$ cat src/rtl/micro_sequencer.sv
// Microcode sequencer: fixed two-word fetch, opcode capture with same-cycle bypass,
// and T-state stepping that addresses an external asynchronous microcode ROM.
module micro_sequencer #(
    parameter logic [15:0] FETCH0 = 16'h8040,
    parameter logic [15:0] FETCH1 = 16'hB480
) (
    input  logic        clk,
    input  logic        reset,
    input  logic        stall,
    input  logic [15:0] bus,
    input  logic [15:0] rom_data,
    output logic [10:0] rom_addr,
    output logic [15:0] uinstr,
    output logic [2:0]  tstate,
    output logic [7:0]  opcode
);

    logic [15:0] uinstr_q, uinstr_d;
    logic [2:0]  tstate_q, tstate_d;
    logic [7:0]  opcode_q, opcode_d;
    logic        rt, ii;

    // RT shares bit11 with the ALU NY flag, so it only counts when EO is inactive
    always_comb begin
        rt = uinstr_q[15] & uinstr_q[11];
        ii = (uinstr_q[8:6] == 3'b010);
    end

    always_comb begin
        opcode_d = opcode_q;
        if (ii) begin
            opcode_d = bus[15:8];
        end

        tstate_d = tstate_q + 3'd1;
        if (rt || (tstate_q == 3'd7)) begin
            tstate_d = '0;
        end

        case (tstate_d)
            3'd0:    uinstr_d = FETCH0;
            3'd1:    uinstr_d = FETCH1;
            default: uinstr_d = rom_data;
        endcase

        rom_addr = {opcode_d, tstate_d};
    end

    always_ff @(posedge clk) begin
        if (reset) begin
            uinstr_q <= FETCH0;
            tstate_q <= '0;
            opcode_q <= '0;
        end else if (!stall) begin
            uinstr_q <= uinstr_d;
            tstate_q <= tstate_d;
            opcode_q <= opcode_d;
        end
    end

    assign uinstr = uinstr_q;
    assign tstate = tstate_q;
    assign opcode = opcode_q;

endmodule

$ cat config.mk
export PLATFORM = sky130hd
export DESIGN_NAME = micro_sequencer
export DESIGN_NICKNAME = d
export VERILOG_FILES = /design/src/rtl/micro_sequencer.sv
export SDC_FILE = /design/constraint.sdc
export NUM_CORES = 1
export LEC_CHECK = 0
export CAP_MARGIN = 20
export CORE_MARGIN = 2
export CORE_UTILIZATION = 24
export CTS_CLUSTER_DIAMETER = 30
export DETAILED_ROUTE_END_ITERATION = 8
export PLACE_DENSITY_LB_ADDON = 0.05
export REMOVE_ABC_BUFFERS = 1
export SETUP_SLACK_MARGIN = 0.02
export SLEW_MARGIN = 25
export SYNTH_ARGS = -nofsm -noshare
export SYNTH_HDL_FRONTEND = slang
export SYNTH_SLANG_ARGS = --single-unit
export TNS_END_PERCENT = 20
$ cat constraint.sdc
create_clock -name clk -period 2.67 [get_ports clk]
set_input_delay 0.534 -clock clk [delete_from_list [all_inputs] [get_ports clk]]
set_output_delay 0.534 -clock clk [all_outputs]
set_load 0.03 [all_outputs]
==> results.toml <==
[global_routing]
grt_max_degree = 20
grt_pass1_vias = 1140
grt_usage_pct = 12.9
grt_pass1_wl_um = 5570
antenna_found_initial = 0
globalRouteOverflowTotal = 0

[setup_path]
cp-start-kind = "flop"
endpoint_kind = "output pin"
critPathKind = "flop to output pin"
cp.required_ns = 2.14
critPathLaunch = "uinstr[7]$_SDFFE_PP0N_"
ff2ff_setup_slack_ns = 0.87
rr_worst_depth = 5
arrival_ns = 2.00
crit_fanout = 8
r2r-end = "uinstr[6]$_SDFFE_PP1N_"
r2r_start = "tstate[0]$_SDFFE_PP0N_"

[timing]
fin_tns_setup_ns = 0
rsz0062_at_grt = "false"
finalClockSkew_ns = 0.00291
drv_slew = 0
clock.fmax_ghz = 0.394
final.period_utilization_pct = 95.0
slew_headroom_pct = 52.5
whs_ns = 0.466
setup_violations = 0
min_period_ns = 2.54
hold_viol_final = 0
worst_pin_slew_ns = 0.710
timing.final.ws_setup_ns = 0.134

[clock_tree]
insertion_delay_ns = 0.27
clk_path_buf_depth = 2
clockRootBuffer = "clkbuf_8"
cts_tree = "yes"
clock_sinks = 27
cts_made_buffers = 3
cts.clk_slew.worst_paths_ns = 0.09
h-tree-depth = 1

[floorplanning]
dieHeight_um = 74.5
die_w_um = 74.5
rows = 25
core_area_um2 = 4750
ios = 73
die-area_um2 = 5550
start_util_pct = 25.1

[place]
port_buffers = 64
dp_hpwl_um = 2590
gp_congestion = 0.722
place_ws_ns = 0.270

[route]
dr.pass1.iters = 4
postRouteAntennaNets = 0
totalWireLength_um = 3510
avgViaCountPerCell = 4.45
vias = 1198
drt_drc_violations_left = 0
wl_per_cell_um = 13.1
drtIter0Drc = 37

[worst_hold_path]
hold_class = "flop to flop"
min_from = "uinstr[1]$_SDFFE_PP0N_"
holdPathEnd = "uinstr[1]$_SDFFE_PP0N_"
whs_path_depth = 2

[job]
maxCapViolCount = 0

[synthesis]
synth.distinct_cells = 27
ys_top_cells_by_area = "dfxtp_1 (45%), nand2_1 (9.4%), a21oi_1 (8.0%)"
yosys_warnings = 0
synth_area_um2 = 1190
synth_top_area_cell = "dfxtp_1"
syn_inst = 135
seq_area_frac_synth_pct = 45.3
ys_seq_elements = 27
syn_area_per_cell_um2 = 8.84
synth_top_area_share_pct = 45.3

[status]
outcome = "finished, final reports clean"

[layout]
drive_gt1_share_pct = 11.4
area_growth_pct = 65.4
n_antenna_cell = 0
layout_commonest_cell = "clkdlybuf4s50_1"
finalNetCount = 240
fin_util_pct = 41.5
final_cell_mix = "clkdlybuf4s50_1 (61), nand2_1 (30), dfxtp_1 (27)"

[pwr]
p_clk_share_pct = 25.4
ir_drop_v = 0.000209
netSwitchingFraction_pct = 29.8
p_int_mw = 0.647
pwr-share-comb_pct = 27.3
total_power_mw = 0.921
p_seq_share_pct = 47.4
p_leak_nw = 0.700
p_sw_mw = 0.274
p_per_area_nw_per_um2 = 467
[Yosys cell counts, drive strengths merged]
master	instances
nor4b	1
nor2	5
nor3b	1
nand3	10
ha	2
nor2b	1
o32ai	1
clkbuf	3
or4b	1
a32oi	2
nor3	4
a21o	1
a21oi	19
nand2	30
or2	1
and2	2
a211o	1
buf	5
a221o	1
dfxtp	27
inv	1
mux2i	1
mux2	8
a211oi	5
nand2b	2
[routing by layer]
layer / vias to the layer above / GRT usage, % / share of wire, %
met4: 0 / 3.37 / 1.0
met2: 47 / 21.4 / 47
met5: - / 0 / 0
met1: 540 / 16.8 / 45
met3: 4 / 3.25 / 7.1
li1: 607 / - / -
[layout make-up]
class	count	area [um2]
clock buffer	4	45.0
sequential	27	541
multi-input combinational	99	612
fill	500	2780
tap	67	83.8
inverter	1	3.75
timing repair buffer	71	689
[sequential cells by signal, indices dropped and copies added, names as in the netlist]
register  flops
tstate        3
uinstr       16
opcode        8
[logic make-up after synthesis]
group | after synthesis | synth area share, %
AND/OR/NAND/NOR | 58 | 23.9
AO/OA/AOI/OAI | 30 | 16.9
flip-flops | 27 | 45.3
buffers and inverters | 9 | 3.46
multiplexers | 9 | 8.39
adder cells (fa/ha/maj) | 2 | 2.10
[power groups by stage]
| stage | combinational (mW) | sequential [mW] | clock [mW] |
|---|---|---|---|
| finish | 0.251 | 0.436 | 0.234 |
| global route | 0.270 | 0.440 | 0.262 |
| CTS | 0.254 | 0.437 | 0.250 |
| detailed placement | 0.256 | 0.446 | 0 |
| global placement | 0.256 | 0.445 | 0 |
| floorplan | 0.0837 | 0.484 | 0 |
[worst max path at each step]
stage / end / slack, ns / cells past startpoint
2_1_floorplan: rom_addr[0] / 0.52 / 4
3_3_place_gp: rom_addr[0] / 0.31 / 5
3_5_place_dp: rom_addr[0] / 0.27 / 5
4_1_cts: rom_addr[4] / 0.09 / 4
5_1_grt: rom_addr[6] / 0.02 / 4
6_report: rom_addr[4] / 0.13 / 4
[critical path: stages, from the launching register on]
cell and delay, ns:
dfxtp_1 0.41, nor3b_2 0.19, buf_4 0.19, mux2_2 0.34
clkdlybuf4s50_1 0.59
[what timing repair did]
item                                    4_1_cts  5_1_grt
resized for setup                             3        0
buffers inserted                              0        0
endpoints found under the setup margin        3        0
hold buffers                                  0        0
[metrics by stage]
step | instance area [um2] | std cells
2_1_floorplan | 1160 | 127
3_3_place_gp | 1930 | 265
3_5_place_dp | 1930 | 265
4_1_cts | 1970 | 269
5_1_grt | 1970 | 269
6_report | 1970 | 269
Power figures use the tool's default switching activity.
